### src/rtl/bluetooth_response.sv
// UART packet receiver for a Bluetooth module: HEADER, 8 payload bytes and a checksum byte.
// Optional checksum verification is enabled by defining BLUETOOTH_RESP_CHECKSUM_EN.
module bluetooth_response #(
    parameter int          CLKS_PER_BIT = 868,
    parameter logic [7:0]  HEADER       = 8'hAA
) (
    input  logic        clk,
    input  logic        rst,
    input  logic        rx_bluetooth,
    output logic [63:0] resp_bluetooth_data,
    output logic        resp_bluetooth_valid,
    output logic        resp_bluetooth_err,
    output logic        resp_bluetooth_busy
);

    localparam int CNT_W = $clog2(CLKS_PER_BIT + 1);
    localparam logic [CNT_W-1:0] FULL_CNT = CNT_W'(CLKS_PER_BIT - 1);
    localparam logic [CNT_W-1:0] HALF_CNT = CNT_W'(CLKS_PER_BIT / 2 - 1);

    typedef enum logic [1:0] {RX_IDLE, RX_START, RX_DATA, RX_STOP} rx_state_t;
    typedef enum logic [1:0] {HUNT, PAYLOAD, CHECK, DONE} pkt_state_t;

    rx_state_t        rx_state;
    pkt_state_t       pkt_state;
    logic             rx_meta;
    logic             rx_sync;
    logic             rx_prev;
    logic [CNT_W-1:0] clk_cnt;
    logic [2:0]       bit_idx;
    logic [7:0]       rx_shift;
    logic             byte_strobe;
    logic             frame_err;
    logic [3:0]       byte_idx;
    logic [63:0]      shift_reg;
`ifdef BLUETOOTH_RESP_CHECKSUM_EN
    logic [7:0]       acc;
`endif

    // Byte receiver; rx_prev lets a held-low line (break) avoid retriggering.
    always_ff @(posedge clk) begin
        if (!rst) begin
            rx_meta     <= 1'b1;
            rx_sync     <= 1'b1;
            rx_prev     <= 1'b1;
            rx_state    <= RX_IDLE;
            clk_cnt     <= '0;
            bit_idx     <= '0;
            rx_shift    <= '0;
            byte_strobe <= 1'b0;
            frame_err   <= 1'b0;
        end else begin
            rx_meta     <= rx_bluetooth;
            rx_sync     <= rx_meta;
            rx_prev     <= rx_sync;
            byte_strobe <= 1'b0;
            frame_err   <= 1'b0;
            case (rx_state)
                RX_IDLE: begin
                    clk_cnt <= '0;
                    bit_idx <= '0;
                    if (rx_prev && !rx_sync)
                        rx_state <= RX_START;
                end
                RX_START: begin
                    if (clk_cnt == HALF_CNT) begin
                        clk_cnt  <= '0;
                        rx_state <= rx_sync ? RX_IDLE : RX_DATA;
                    end else begin
                        clk_cnt <= clk_cnt + 1'b1;
                    end
                end
                RX_DATA: begin
                    if (clk_cnt == FULL_CNT) begin
                        clk_cnt  <= '0;
                        rx_shift <= {rx_sync, rx_shift[7:1]};
                        if (bit_idx == 3'd7)
                            rx_state <= RX_STOP;
                        else
                            bit_idx <= bit_idx + 1'b1;
                    end else begin
                        clk_cnt <= clk_cnt + 1'b1;
                    end
                end
                RX_STOP: begin
                    if (clk_cnt == FULL_CNT) begin
                        clk_cnt  <= '0;
                        rx_state <= RX_IDLE;
                        if (rx_sync)
                            byte_strobe <= 1'b1;
                        else
                            frame_err <= 1'b1;
                    end else begin
                        clk_cnt <= clk_cnt + 1'b1;
                    end
                end
                default: rx_state <= RX_IDLE;
            endcase
        end
    end

    // Packet assembler; framing errors are only reported once a packet has started.
    always_ff @(posedge clk) begin
        if (!rst) begin
            pkt_state            <= HUNT;
            byte_idx             <= '0;
            shift_reg            <= '0;
            resp_bluetooth_data  <= '0;
            resp_bluetooth_valid <= 1'b0;
            resp_bluetooth_err   <= 1'b0;
            resp_bluetooth_busy  <= 1'b0;
`ifdef BLUETOOTH_RESP_CHECKSUM_EN
            acc                  <= '0;
`endif
        end else begin
            resp_bluetooth_valid <= 1'b0;
            resp_bluetooth_err   <= 1'b0;
            case (pkt_state)
                HUNT: begin
                    resp_bluetooth_busy <= 1'b0;
                    if (byte_strobe && rx_shift == HEADER) begin
                        byte_idx            <= '0;
`ifdef BLUETOOTH_RESP_CHECKSUM_EN
                        acc                 <= '0;
`endif
                        pkt_state           <= PAYLOAD;
                        resp_bluetooth_busy <= 1'b1;
                    end
                end
                PAYLOAD: begin
                    if (frame_err) begin
                        resp_bluetooth_err  <= 1'b1;
                        resp_bluetooth_busy <= 1'b0;
                        pkt_state           <= HUNT;
                    end else if (byte_idx == 4'd8) begin
                        pkt_state <= CHECK;
                    end else if (byte_strobe) begin
                        shift_reg <= {shift_reg[55:0], rx_shift};
`ifdef BLUETOOTH_RESP_CHECKSUM_EN
                        acc       <= acc ^ rx_shift;
`endif
                        byte_idx  <= byte_idx + 1'b1;
                    end
                end
                CHECK: begin
                    if (frame_err) begin
                        resp_bluetooth_err  <= 1'b1;
                        resp_bluetooth_busy <= 1'b0;
                        pkt_state           <= HUNT;
                    end else if (byte_strobe) begin
`ifdef BLUETOOTH_RESP_CHECKSUM_EN
                        if (rx_shift == acc) begin
                            pkt_state <= DONE;
                        end else begin
                            resp_bluetooth_err  <= 1'b1;
                            resp_bluetooth_busy <= 1'b0;
                            pkt_state           <= HUNT;
                        end
`else
                        pkt_state <= DONE;
`endif
                    end
                end
                DONE: begin
                    resp_bluetooth_data  <= shift_reg;
                    resp_bluetooth_valid <= 1'b1;
                    resp_bluetooth_busy  <= 1'b0;
                    pkt_state            <= HUNT;
                end
                default: pkt_state <= HUNT;
            endcase
        end
    end

endmodule

### config.mk
export PLATFORM = sky130hd
export DESIGN_NAME = bluetooth_response
export DESIGN_NICKNAME = d
export VERILOG_FILES = /design/src/rtl/bluetooth_response.sv
export SDC_FILE = /design/constraint.sdc
export NUM_CORES = 1
export LEC_CHECK = 0
export ABC_AREA = 1
export CAP_MARGIN = 20
export CORE_ASPECT_RATIO = 0.5
export CORE_MARGIN = 2
export CORE_UTILIZATION = 40
export CTS_BUF_LIST = sky130_fd_sc_hd__clkbuf_4 sky130_fd_sc_hd__clkbuf_8
export DETAILED_ROUTE_END_ITERATION = 7
export REMOVE_ABC_BUFFERS = 1
export SKIP_CTS_REPAIR_TIMING = 1
export SLEW_MARGIN = 10
export SYNTH_ARGS = -nofsm -noshare
export SYNTH_HDL_FRONTEND = slang
export SYNTH_SLANG_ARGS = --single-unit
### constraint.sdc
create_clock -name clk -period 2 [get_ports clk]
set_input_delay 0.3 -clock clk [delete_from_list [all_inputs] [get_ports clk]]
set_output_delay 0.3 -clock clk [all_outputs]
set_load 0.005 [all_outputs]
Yosys cells after proc, flatten, opt, wreduce, memory -nomap -nowiden. Index checks and enable logic that the tools add are counted.

Logic and storage cells: 93. Flip-flop bits (word level): 165. Latch bits: 0. Memories: 0. Memory bits (read-only): 0. Output and inout port bits: 67. RAM bits: 0. Input bits: 3.

Magnitude comparators: 0. Reductions and logical operators: 17. Multiplexer cells: 31. Multipliers: 0. Bitwise operators: 2. Shifts and indexed selects: 0. Eq/ne operators: 24. Div/mod/pow operators: 0. Add/sub/neg operators: 3.

Operators by type and width (number): $pmux W10 S3 (1); $mux W2 (11); $mux W10 (2); $ne A2 B2 Y1 const B (10); $mux W4 (4); $pmux W2 S4 (2); $add A10 B1 Y10 const B (1); $eq A10 B10 Y1 const B (1); $eq A10 B9 Y1 const B (1); $reduce_and A5 Y1 (2); $reduce_and A3 Y1 (3); $eq A2 B2 Y1 const B (4); $eq A8 B8 Y1 const B (1); $pmux W4 S2 (1); $mux W1 (6); $mux W3 (2); $ne A3 B3 Y1 const B (2); $pmux W3 S2 (1); $add A4 B1 Y4 const B (1); $eq A2 B1 Y1 const B (2); $eq A4 B4 Y1 const B (1); $logic_not A2 Y1 (2); $reduce_and A2 Y1 (2); $reduce_and A4 Y1 (1); 9 further kinds (13).

Longest topological paths before layout. Gate-level depths: netlist of the first run.

Depth after elaboration: 5. Gate-level depth with buffers: 10. Mapped depth without buffers: 10.

Worst setup path before layout of the first run. Ideal clock, no wire load.

Kind: register to register. Start: reg pkt_state[1]. End: reg shift_reg[18]. Data arrival time: 1.331 ns. Data required time: 1.881 ns. Path buffers: 2. Stages on the path, launching flop included: 10. Setup slack: 0.549 ns. Library setup time: 0.119 ns. Clock period less this slack: 1.451 ns. Cell sequence: dfxtp_1 inv_1 ha_1 inv_2 nor2_2 nand3_2 buf_6 buf_6 o21ai_0 a21oi_1.

Word-level cells in the longest chain between the ends: 2.

RTL lines: start, declared (line 24) `pkt_state_t pkt_state;`; start signal, assigned (line 104) `pkt_state <= HUNT;`; start signal, assigned (line 125) `pkt_state <= PAYLOAD;`; start signal, assigned (line 133) `pkt_state <= HUNT;`; $eq A2 B1 Y1 (line 117) `case (pkt_state)`; $reduce_and A4 Y1 (no line); end signal, assigned (line 137) `shift_reg <= {shift_reg[55:0], rx_shift};`; end, declared (line 34) `logic [63:0] shift_reg;`.

No other way between the ends. A chain may end at the register's enable or synchronous reset.

Worst setup path after layout of the first run.
Start: reg pkt_state[1]. End: reg shift_reg[19].

The elaborated chain is that of the path after synthesis.

==> metrics, run 1 <==
CTS root buf=sky130_fd_sc_hd__clkbuf_8; Crit path required time=about 2300 ps; Top FF cell, synth=sky130_fd_sc_hd__dfxtp_1; clock slew at the register clock pins of the worst setup and hold paths=90 ps; number of nets at the end of the flow=803; vias in the first global route=4342; status=complete, no violations; CP Launch Type=flip-flop; reg-to-reg startpoint=pkt_state[1]; peak clock frequency supported by timing=590 MHz; CTS tree=yes; design internal power=5.21 mW; sort of element at the end of the critical path=flip-flop; number of synthesis warnings=0; post-placement cell area=0.00695 mm²; total die area=0.0165 mm²; Final Skew=about 15 ps; number of slew-limit violations in the final report=0; Yosys reg bits=165; number of cells on the worst hold path=3; leakage component of the power=2.73 nW; initial detailed-routing violation count=271; first-pass iteration count of the detailed router=4; Clock Sinks=165; antenna violations before repair=0; max capacitance violation total=0; post-synthesis cell type count=30; Worst EP arrival=2010 ps; synthesized instance count=739; average routed wire per standard cell=around 11 µm; row count=32; Port Buf Inserts=69; Detail Placement HPWL=7440 µm; transition time at the pin with the least slew margin=roughly 470 ps; wire length of the first global-routing pass=19600 µm; cell total after placement=974; maximum number of pins on one net before global-route repair=130; Bufs on Longest Clock Path=2; r2r worst-path depth=8; number of H-tree levels=4; number of standard cells in the layout, taps in and fillers out=1006; async set or reset register ratio after synthesis=0%; aggregate negative setup slack=0 ps; worst max-slew margin expressed relative to the limit=about 69%; final wirelength=11400 µm; share of the cycle needed by the critical path after routing=84.8%; Switching Power=1.79 mW; vias per cell=4.67; sequential fraction of design power=51.1%; Die X-Extent=between 150 and 200 µm; reg-to-reg slack, setup=between 300 and 400 ps; path type of the worst min-delay path=in2reg; end of the worst hold path=rx_state[0]; Tot Pwr=7.00 mW; Syn-to-layout area delta=19.9%; number of endpoints failing setup at the final stage=0; minimum period implied by the final worst setup slack=1700 ps; final hold slack=276 ps; cell area after layout=0.00739 mm²; worst min-delay path startpoint=rst; placeable core area=0.0153 mm²; Crit Reg-Reg Endpoint=shift_reg[19]; effective utilization at floorplan=40.4%; final core utilization=48.5%; clock buffer count from CTS=17; number of top-level pins=70; crit path setup slack, layout=304 ps; Final GP Congestion=0.758; Max rail drop VDD=0.388 mV; Avg Cell Area, Syn=8.35 µm²; proportion of synthesized chip area in sequential cells=53.5%; ANT nets after route=0; fraction of final layout cells sized beyond drive strength 1=under 10%; critical path start-end classification=reg2reg; Die Height=between 90 and 100 µm; RSZ-0062 raised after global routing=false; antenna fix cells=0; number of enable-type register cells in the synthesized netlist=0; final hold viol count=0; Worst-Skew Late Latency=between 400 and 500 ps; CP Max Fanout=38; Logic pwr share=12.2%; Vias=4694; final routed DRC violation total=0; setup slack after placement=between 200 and 300 ps; sw frac=between 20% and 30%; power per cell area=947 mW/mm²; cell area after technology mapping=0.00617 mm²; sum of overflow across all layers after global routing=0; part of the power in the clock network=36.8%; number of fill cells=approximately 1.5k; global routing usage summed across all routing layers=14.3%
cells in the mapped netlist, types with 2 or more instances:
master                       n  area share, %
sky130_fd_sc_hd__o21ai_0   118            9.6
sky130_fd_sc_hd__ha_1       11            2.2
sky130_fd_sc_hd__nand4_1     9           0.91
sky130_fd_sc_hd__dfxtp_1   165             54
sky130_fd_sc_hd__or2_1       2           0.20
sky130_fd_sc_hd__nand2_2     4           0.41
sky130_fd_sc_hd__nand2_4     2           0.37
sky130_fd_sc_hd__xor2_1      5           0.71
sky130_fd_sc_hd__nand3_1    15            1.2
sky130_fd_sc_hd__a21oi_1   137             11
sky130_fd_sc_hd__nand2_1    48            2.9
sky130_fd_sc_hd__nor3b_2     2           0.41
sky130_fd_sc_hd__nand3_2     2           0.32
sky130_fd_sc_hd__buf_1       3           0.18
sky130_fd_sc_hd__buf_2       5           0.41
sky130_fd_sc_hd__inv_1      92            5.6
sky130_fd_sc_hd__nor2_2      2           0.20
sky130_fd_sc_hd__nor2_1     50            3.0
sky130_fd_sc_hd__clkbuf_1   24            1.5
sky130_fd_sc_hd__or2_2       5           0.51
sky130_fd_sc_hd__o21ai_1    18            1.5
sky130_fd_sc_hd__buf_6      12            2.2
critical path, stage by stage, from the launching register on:
cell	delay (ps)
sky130_fd_sc_hd__dfxtp_1	350
sky130_fd_sc_hd__inv_1	120
sky130_fd_sc_hd__ha_1	240
sky130_fd_sc_hd__inv_2	70
sky130_fd_sc_hd__nor2_2	140
sky130_fd_sc_hd__nand3_4	130
sky130_fd_sc_hd__buf_4	260
sky130_fd_sc_hd__o21ai_0	190
sky130_fd_sc_hd__a21oi_1	60
how the worst max path moves through the flow:
stage	startpoint	to	cells after the start	slack [ps]
after floorplan	pkt_state[0]	resp_bluetooth_data[10]	3	-840
after global placement	pkt_state[1]	shift_reg[19]	8	370
after detailed placement	pkt_state[1]	shift_reg[12]	8	300
after CTS	pkt_state[1]	shift_reg[12]	8	290
after global routing	pkt_state[1]	shift_reg[24]	8	100
final	pkt_state[1]	shift_reg[19]	8	300
kinds of logic after synthesis:
family,count (synthesis),synth area share [%]
buf+inv,139,10.1
xor+xnor,6,0.852
compound gates,275,22.4
fa+ha+maj,11,2.23
flops,165,53.5
simple gates,143,10.9
final cells by class:
cell class / count / area, µm² / share of cell area (%)
multi-input combinational: 435 / 2260 / 30.6
clock buffer: 18 / 248 / 3.35
tap: 204 / 255 / 3.45
sequential: 165 / 3300 / 44.7
clock inverter: 14 / 193 / 2.61
inverter: 94 / 353 / 4.77
timing repair buffer: 76 / 778 / 10.5
per-layer routing:
metal	wire, µm	vias up	GRT usage, %
met5	0	-	0
met4	108	0	5.28
met3	303	10	3.22
met2	5240	48	23.8
met1	5780	2094	18.2
li1	-	2542	-
cell usage in the layout, fill, tap and decap left out, types with 2 or more instances in the layout:
| cell type | synthesis | final |
|---|---|---|
| sky130_fd_sc_hd__inv_1 | 92 | 92 |
| sky130_fd_sc_hd__nand3_1 | 15 | 15 |
| sky130_fd_sc_hd__inv_6 | 0 | 2 |
| sky130_fd_sc_hd__inv_8 | 0 | 2 |
| sky130_fd_sc_hd__a21oi_1 | 137 | 137 |
| sky130_fd_sc_hd__nand2_4 | 2 | 2 |
| sky130_fd_sc_hd__nor2_1 | 50 | 50 |
| sky130_fd_sc_hd__nand4_1 | 9 | 9 |
| sky130_fd_sc_hd__clkinvlp_4 | 0 | 2 |
| sky130_fd_sc_hd__ha_1 | 11 | 10 |
| sky130_fd_sc_hd__clkdlybuf4s50_1 | 0 | 68 |
| sky130_fd_sc_hd__nand2_2 | 4 | 4 |
| sky130_fd_sc_hd__buf_4 | 1 | 5 |
| sky130_fd_sc_hd__or2_1 | 2 | 2 |
| sky130_fd_sc_hd__dfxtp_1 | 165 | 165 |
| sky130_fd_sc_hd__bufinv_16 | 0 | 3 |
| sky130_fd_sc_hd__clkinv_4 | 0 | 3 |
| sky130_fd_sc_hd__o21ai_0 | 118 | 118 |
| sky130_fd_sc_hd__clkbuf_8 | 0 | 18 |
| sky130_fd_sc_hd__nor3b_2 | 2 | 2 |
| sky130_fd_sc_hd__nor2_2 | 2 | 2 |
| sky130_fd_sc_hd__buf_12 | 0 | 3 |
| sky130_fd_sc_hd__xor2_1 | 5 | 5 |
| sky130_fd_sc_hd__nand2_1 | 48 | 48 |
| sky130_fd_sc_hd__or2_2 | 5 | 5 |
| sky130_fd_sc_hd__o21ai_1 | 18 | 18 |
power by group through the flow:
stage               Combinational, mW  Sequential, mW  Clock [mW]
floorplan                       0.386            3.64           0
global placement                0.844            3.65           0
detailed placement              0.858            3.66           0
CTS                             0.860            3.58        2.67
global route                    0.962            3.60        2.82
finish                          0.850            3.57        2.57
(Power assumes the default switching activity.)
==> run 2: changes to the inputs <==
Clock period 2 ns to 1.4 ns, I/O delays scaled along.
==> run 2 against run 1 <==
Register-to-register slack got worse by 430 ps. Largest cell class unchanged. Sequential cell count did not move. The run now ends with negative setup slack left. Critical endpoint is now byte_idx[0]. Utilization rose by 10 points. Non-clock buffer count rose by 55.
==> metrics, run 2 (synthesis gave the netlist of run 1 again) <==
number of top-level pins=70 (unchanged); clock buffer count from CTS=17 (unchanged); transition time at the pin with the least slew margin=384 ps (was 469 ps); setup slack after placement=-81.9 ps (was 300 ps); sum of overflow across all layers after global routing=0 (unchanged); peak clock frequency supported by timing=657 MHz (was 590 MHz); ANT nets after route=0 (unchanged); share of the cycle needed by the critical path after routing=109% (was 84.8%); antenna violations before repair=0 (unchanged); status=finished with violations (was complete, no violations); clock slew at the register clock pins of the worst setup and hold paths=80 ps (was 90 ps); CP Max Fanout=6 (was 38); number of nets at the end of the flow=862 (was 803); effective utilization at floorplan=40.4% (unchanged); Max rail drop VDD=0.638 mV (was 0.388 mV); Worst-Skew Late Latency=450 ps (was 440 ps); final hold slack=198 ps (was 276 ps); vias in the first global route=4521 (was 4342); initial detailed-routing violation count=253 (was 271); Die X-Extent=180 µm (unchanged); RSZ-0062 raised after global routing=true (was false); Die Height=91.8 µm (unchanged); number of endpoints failing setup at the final stage=70 (was 0); vias per cell=4.94 (was 4.67); final hold viol count=0 (unchanged); cell total after placement=1000 (was 974); power per cell area=1090 mW/mm² (was 947 mW/mm²); reg-to-reg startpoint=pkt_state[1] (unchanged); Worst EP arrival=1900 ps (was 2010 ps); max capacitance violation total=0 (unchanged); global routing usage summed across all routing layers=15.1% (was 14.3%); final wirelength=15900 µm (was 11400 µm); violations in the final reports=negative setup slack; first-pass iteration count of the detailed router=5 (was 4); wire length of the first global-routing pass=20700 µm (was 19600 µm); Vias=5254 (was 4694); most common library cell in the layout ignoring fill and taps=sky130_fd_sc_hd__dfxtp_1 (unchanged); Final GP Congestion=0.731 (was 0.758); number of slew-limit violations in the final report=0 (unchanged); worst min-delay path startpoint=rst (unchanged); Syn-to-layout area delta=45.8% (was 19.9%); leading cell types in the layout, fill and taps excluded=sky130_fd_sc_hd__dfxtp_1, sky130_fd_sc_hd__a21oi_1, sky130_fd_sc_hd__inv_1 (was sky130_fd_sc_hd__dfxtp_1, sky130_fd_sc_hd__a21oi_1, sky130_fd_sc_hd__o21ai_0); row count=32 (unchanged); minimum period implied by the final worst setup slack=1520 ps (was 1700 ps); Max stage delay cell, worst path=sky130_fd_sc_hd__dfxtp_2 (was sky130_fd_sc_hd__dfxtp_1); placeable core area=0.0153 mm² (unchanged); number of standard cells in the layout, taps in and fillers out=1064 (was 1006); Cell Chain, Critical Path=inv_2 -> ha_4 -> inv_4 -> nor2_4 -> buf_6 -> nand3_4 -> nand2_4 -> nand4_1 -> a21oi_1 (was inv_1 -> ha_1 -> inv_2 -> nor2_2 -> nand3_4 -> buf_4 -> o21ai_0 -> a21oi_1); critical path start-end classification=reg2reg (unchanged); launch point of the critical path=pkt_state[1] (unchanged); end of the critical path=byte_idx[0] (was shift_reg[19]); Bufs on Longest Clock Path=2 (unchanged); worst max-slew margin expressed relative to the limit=74.3% (was 68.7%); Crit path required time=1770 ps (was 2310 ps); CTS root buf=sky130_fd_sc_hd__clkbuf_8 (unchanged); average routed wire per standard cell=14.9 µm (was 11.4 µm); path type of the worst min-delay path=in2reg (unchanged); Port Buf Inserts=69 (unchanged); CTS tree=yes (unchanged); CP Launch Type=flip-flop (unchanged); Clock Sinks=165 (unchanged); Final Skew=14.5 ps (about the same); reg-to-reg slack, setup=-120 ps (was 300 ps); crit path setup slack, layout=-122 ps (was 304 ps); total die area=0.0165 mm² (unchanged); number of H-tree levels=4 (unchanged); Crit path largest cell delay=330 ps (was 350 ps); maximum number of pins on one net before global-route repair=70 (was 130); sort of element at the end of the critical path=flip-flop (unchanged); leakage component of the power=4.51 nW (was 2.73 nW); Detail Placement HPWL=8070 µm (was 7440 µm); final routed DRC violation total=0 (unchanged); r2r worst-path depth=9 (was 8); antenna fix cells=0 (unchanged); Crit Reg-Reg Endpoint=byte_idx[0] (was shift_reg[19]); fraction of final layout cells sized beyond drive strength 1=34.9% (was 7.61%)
run 2: changes by cell type in the layout (fill, tap and decap cells not counted), sizes merged, moves of 2 or more:
cell / before / now
clkdlybuf4s50: 68 / 1
dlymetal6s2s: 0 / 67
buf: 8 / 50
clkbuf: 18 / 31
bufinv: 3 / 0
nand3: 17 / 19
run 2: report_power, final:
part           total (mW)  leakage (nW)  switching (mW)  internal [mW]
clock network        3.12         0.178            1.83           1.29
logic                1.57          2.98           0.794          0.775
registers            5.13          1.36           0.143           4.99
total                9.82          4.51            2.77           7.06
run 2: worst max-delay path, delay by kind of cell, from the launching register on:
family | cells | cell delay (ps)
AND/OR/NAND/NOR | 4 | 610
flip-flops | 1 | 330
buffers and inverters | 3 | 250
adder cells (fa/ha/maj) | 1 | 140
AO/OA/AOI/OAI | 1 | 140
run 2: layer usage:
metal	up-vias	wire [µm]	GRT usage, %
met5	-	0	0
met4	0	57	5.89
met3	4	516	3.34
met2	69	7670	24.6
met1	2506	7630	19.7
li1	2675	-	-
run 2: per-stage QoR:
| step | setup TNS [ps] | power, mW | utilization [%] | instance area [µm²] |
|---|---|---|---|---|
| after floorplan | -179000 | 5.76 | - | 5900 |
| after CTS | -11620 | 9.64 | 49.4 | 7540 |
| final | -4430 | 9.82 | 58.9 | 8990 |
| after detailed placement | -2340 | 6.57 | 47.1 | 7190 |
| after global routing | -10140 | 10.3 | 58.9 | 8990 |
| after global placement | -976 | 6.55 | 47.1 | 7190 |
run 2: worst min-delay path by stage:
stage                                end  slack (ps)  cells after the start
floorplan           resp_bluetooth_valid         310                      2
global placement                 rx_sync         410                      1
detailed placement               rx_sync         410                      1
CTS                   resp_bluetooth_err         170                      3
global route          resp_bluetooth_err         190                      3
finish                      pkt_state[1]         200                      3
run 2: area by class of cell:
type / instances / area, µm²
clock buffer: 18 / 248
clock inverter: 13 / 103
fill: 1328 / 6260
inverter: 94 / 358
multi-input combinational: 439 / 2940
sequential: 165 / 3380
tap: 204 / 255
timing repair buffer: 131 / 1710
==> run 3: changes to the inputs <==
Settings changed: ABC_AREA 1 to default.
==> run 3 against run 2 <==
The flow still finishes with violations (negative setup slack). Synthesized cell count down 8.8%. Register-to-register slack got worse by 30 ps. Sequential power is 8.2% lower. Critical path depth decreased by 1. Critical endpoint is now shift_reg[9]. Largest power group unchanged. Fmax decreased by 1.6%. Clock power increased by 7.4%. Highest routed layer unchanged. Sequential cell count is the same. Non-clock buffer count is 27 higher. Worst hold slack better by 120 ps. Count of clock-buffer cells in the layout unchanged.
==> metrics, run 3 <==
status=finished with violations (unchanged); violations in the final reports=negative setup slack (unchanged); Max stage delay cell, worst path=sky130_fd_sc_hd__dfxtp_2 (unchanged); Top FF cell, synth=sky130_fd_sc_hd__dfxtp_1 (unchanged); peak clock frequency supported by timing=646 MHz (was 657 MHz); Crit path required time=1780 ps (was 1770 ps); Final Skew=17.5 ps (was 14.5 ps); clock buffer count from CTS=17 (unchanged); number of slew-limit violations in the final report=0 (unchanged); max capacitance violation total=0 (unchanged); sort of element at the end of the critical path=flip-flop (unchanged); part of the power in the clock network=39.9% (was 31.8%); CP Launch Type=flip-flop (unchanged); Switching Power=2.07 mW (was 2.77 mW); crit path setup slack, layout=-147 ps (was -122 ps); sequential fraction of design power=56.1% (was 52.3%); leakage component of the power=4.55 nW (was 4.51 nW); Detail Placement HPWL=8460 µm (was 8070 µm); Worst EP arrival=1920 ps (was 1900 ps); CTS root buf=sky130_fd_sc_hd__clkbuf_8 (unchanged); CP Max Fanout=5 (was 6); post-placement cell area=0.00760 mm² (was 0.00719 mm²); leading post-synthesis cells by cell area=sky130_fd_sc_hd__dfxtp_1, sky130_fd_sc_hd__mux2i_1, sky130_fd_sc_hd__nand2_1, sky130_fd_sc_hd__a21oi_1, sky130_fd_sc_hd__nor2_1 (was sky130_fd_sc_hd__dfxtp_1, sky130_fd_sc_hd__a21oi_1, sky130_fd_sc_hd__o21ai_0, sky130_fd_sc_hd__inv_1, sky130_fd_sc_hd__nor2_1); RSZ-0062 raised after global routing=true (unchanged); most instantiated cells after synthesis=sky130_fd_sc_hd__dfxtp_1, sky130_fd_sc_hd__nand2_1, sky130_fd_sc_hd__nor2_1 (was sky130_fd_sc_hd__dfxtp_1, sky130_fd_sc_hd__a21oi_1, sky130_fd_sc_hd__o21ai_0); final hold viol count=0 (unchanged); minimum period implied by the final worst setup slack=1550 ps (was 1520 ps); Worst-Skew Late Latency=450 ps (about the same); Final GP Congestion=0.800 (was 0.731); Clock Sinks=165 (unchanged); async set or reset register ratio after synthesis=0% (unchanged); Vias=4995 (was 5254); CTS tree=yes (unchanged); sw frac=24.6% (was 28.2%); number of synthesis warnings=0 (unchanged); worst max-slew margin expressed relative to the limit=81.8% (was 74.3%); most common cell in the netlist=sky130_fd_sc_hd__dfxtp_1 (unchanged); ANT nets after route=0 (unchanged); Tot Pwr=8.40 mW (was 9.82 mW); path type of the worst min-delay path=in2reg (unchanged); global routing usage summed across all routing layers=15.8% (was 15.1%); wire length of the first global-routing pass=21600 µm (was 20700 µm); cell area after technology mapping=0.00624 mm² (was 0.00617 mm²); power per cell area=917 mW/mm² (was 1090 mW/mm²); synthesized instance count=674 (was 739); number of H-tree levels=4 (unchanged); effective utilization at floorplan=40.7% (was 40.4%); Die Height=92.3 µm (was 91.8 µm); placeable core area=0.0153 mm² (about the same); proportion of synthesized chip area in sequential cells=52.9% (was 53.5%); cell area after layout=0.00916 mm² (was 0.00899 mm²); clock slew at the register clock pins of the worst setup and hold paths=100 ps (was 80 ps); sum of overflow across all layers after global routing=0 (unchanged); initial detailed-routing violation count=226 (was 253); leading cell types in the layout, fill and taps excluded=sky130_fd_sc_hd__nand2_1, sky130_fd_sc_hd__dfxtp_1, sky130_fd_sc_hd__nor2_1 (was sky130_fd_sc_hd__dfxtp_1, sky130_fd_sc_hd__a21oi_1, sky130_fd_sc_hd__inv_1); number of standard cells in the layout, taps in and fillers out=1027 (was 1064); final wirelength=14900 µm (was 15900 µm); number of enable-type register cells in the synthesized netlist=0 (unchanged); design internal power=6.33 mW (was 7.06 mW); Die X-Extent=181 µm (was 180 µm); critical path start-end classification=reg2reg (unchanged); number of fill cells=1291 (was 1328); first-pass iteration count of the detailed router=5 (unchanged); Crit path largest cell delay=360 ps (was 330 ps); number of endpoints failing setup at the final stage=88 (was 70); cell type with the largest total area after synthesis=sky130_fd_sc_hd__dfxtp_1 (unchanged); Syn-to-layout area delta=46.8% (was 45.8%); most common library cell in the layout ignoring fill and taps=sky130_fd_sc_hd__nand2_1 (was sky130_fd_sc_hd__dfxtp_1); share of the cycle needed by the critical path after routing=111% (was 109%); Yosys reg bits=165 (unchanged); Bufs on Longest Clock Path=2 (unchanged); maximum number of pins on one net before global-route repair=54 (was 70); Avg Cell Area, Syn=9.26 µm² (was 8.35 µm²); fraction of final layout cells sized beyond drive strength 1=34.5% (was 34.9%); antenna fix cells=0 (unchanged); fraction of post-synthesis cell area in the top cell type by area=52.9% (was 53.5%); aggregate negative setup slack=-8490 ps (was -4430 ps); Port Buf Inserts=69 (unchanged); Cell Chain, Critical Path=inv_2 -> ha_4 -> and3b_2 -> nor2_4 -> buf_6 -> buf_12 -> nand2_4 -> a21oi_2 (was inv_2 -> ha_4 -> inv_4 -> nor2_4 -> buf_6 -> nand3_4 -> nand2_4 -> nand4_1 -> a21oi_1); Max rail drop VDD=0.545 mV (was 0.638 mV); vias per cell=4.86 (was 4.94); row count=32 (unchanged); number of top-level pins=70 (unchanged); transition time at the pin with the least slew margin=272 ps (was 384 ps); cell total after placement=964 (was 1000); number of nets at the end of the flow=824 (was 862); average routed wire per standard cell=14.5 µm (was 14.9 µm); vias in the first global route=4460 (was 4521); final routed DRC violation total=0 (unchanged); Logic pwr share=4.0% (was 16.0%); final hold slack=316 ps (was 198 ps); post-synthesis cell type count=50 (was 30); total die area=0.0167 mm² (was 0.0165 mm²); antenna violations before repair=0 (unchanged)
==> run 3: final timing paths <==
path	start	to	slack, ps	depth (start not counted)
setup reg to reg	byte_idx[0]	shift_reg[9]	-150	8
setup / recovery	byte_idx[0]	shift_reg[9]	-150	8
hold reg to reg	rx_meta	rx_sync	410	1
hold / removal	rx_bluetooth	rx_meta	320	2
==> run 3: layout make-up <==
cell class	instances	area (µm²)	share of cell area, %
clock inverters	14	140	1.53
well taps	204	255	2.79
multi-input cells	457	3170	34.6
flip-flops and latches	165	3370	36.8
clock buffers	18	241	2.64
inverters	11	48.8	0.533
repair buffers	158	1930	21.0
==> run 3: through the flow <==
step           utilization, %  worst slack (ps)
5_1_grt                  59.7              -231
3_5_place_dp             49.5              -176
6_report                 59.7              -147
3_3_place_gp             49.5              -137
2_1_floorplan               -             -1900
4_1_cts                  52.0              -198
==> run 3: power by group through the flow <==
| stage | clock (mW) | sequential [mW] | combinational [mW] |
|---|---|---|---|
| 2_1_floorplan | 0 | 4.82 | 0.113 |
| 3_3_place_gp | 0 | 4.82 | 0.274 |
| 3_5_place_dp | 0 | 4.82 | 0.276 |
| 4_1_cts | 3.44 | 4.71 | 0.277 |
| 5_1_grt | 3.65 | 4.71 | 0.367 |
| 6_report | 3.35 | 4.71 | 0.337 |
==> run 3: layer usage <==
layer	GRT usage, %	wire [µm]	vias to the layer above
li1	-	-	2542
met1	21.1	7250	2377
met2	25.1	7120	63
met3	3.74	406	13
met4	5.65	135	0
met5	0	0	-
==> run 3: cell families after synthesis <==
| family | share of synthesized area [%] |
|---|---|
| XOR/XNOR | 1.12 |
| flip-flops | 52.9 |
| multiplexers | 11.7 |
| AO/OA/AOI/OAI | 8.62 |
| adder cells (fa/ha/maj) | 2.21 |
| AND/OR/NAND/NOR | 19.6 |
| buffers and inverters | 3.85 |
==> run 3: critical path: cells and delay by family, from the launching register on <==
family / cells / cell delay [ps]
AND/OR/NAND/NOR: 3 / 440
buffers and inverters: 3 / 380
adder cells (fa/ha/maj): 1 / 150
AO/OA/AOI/OAI: 1 / 130
flip-flops: 1 / 360
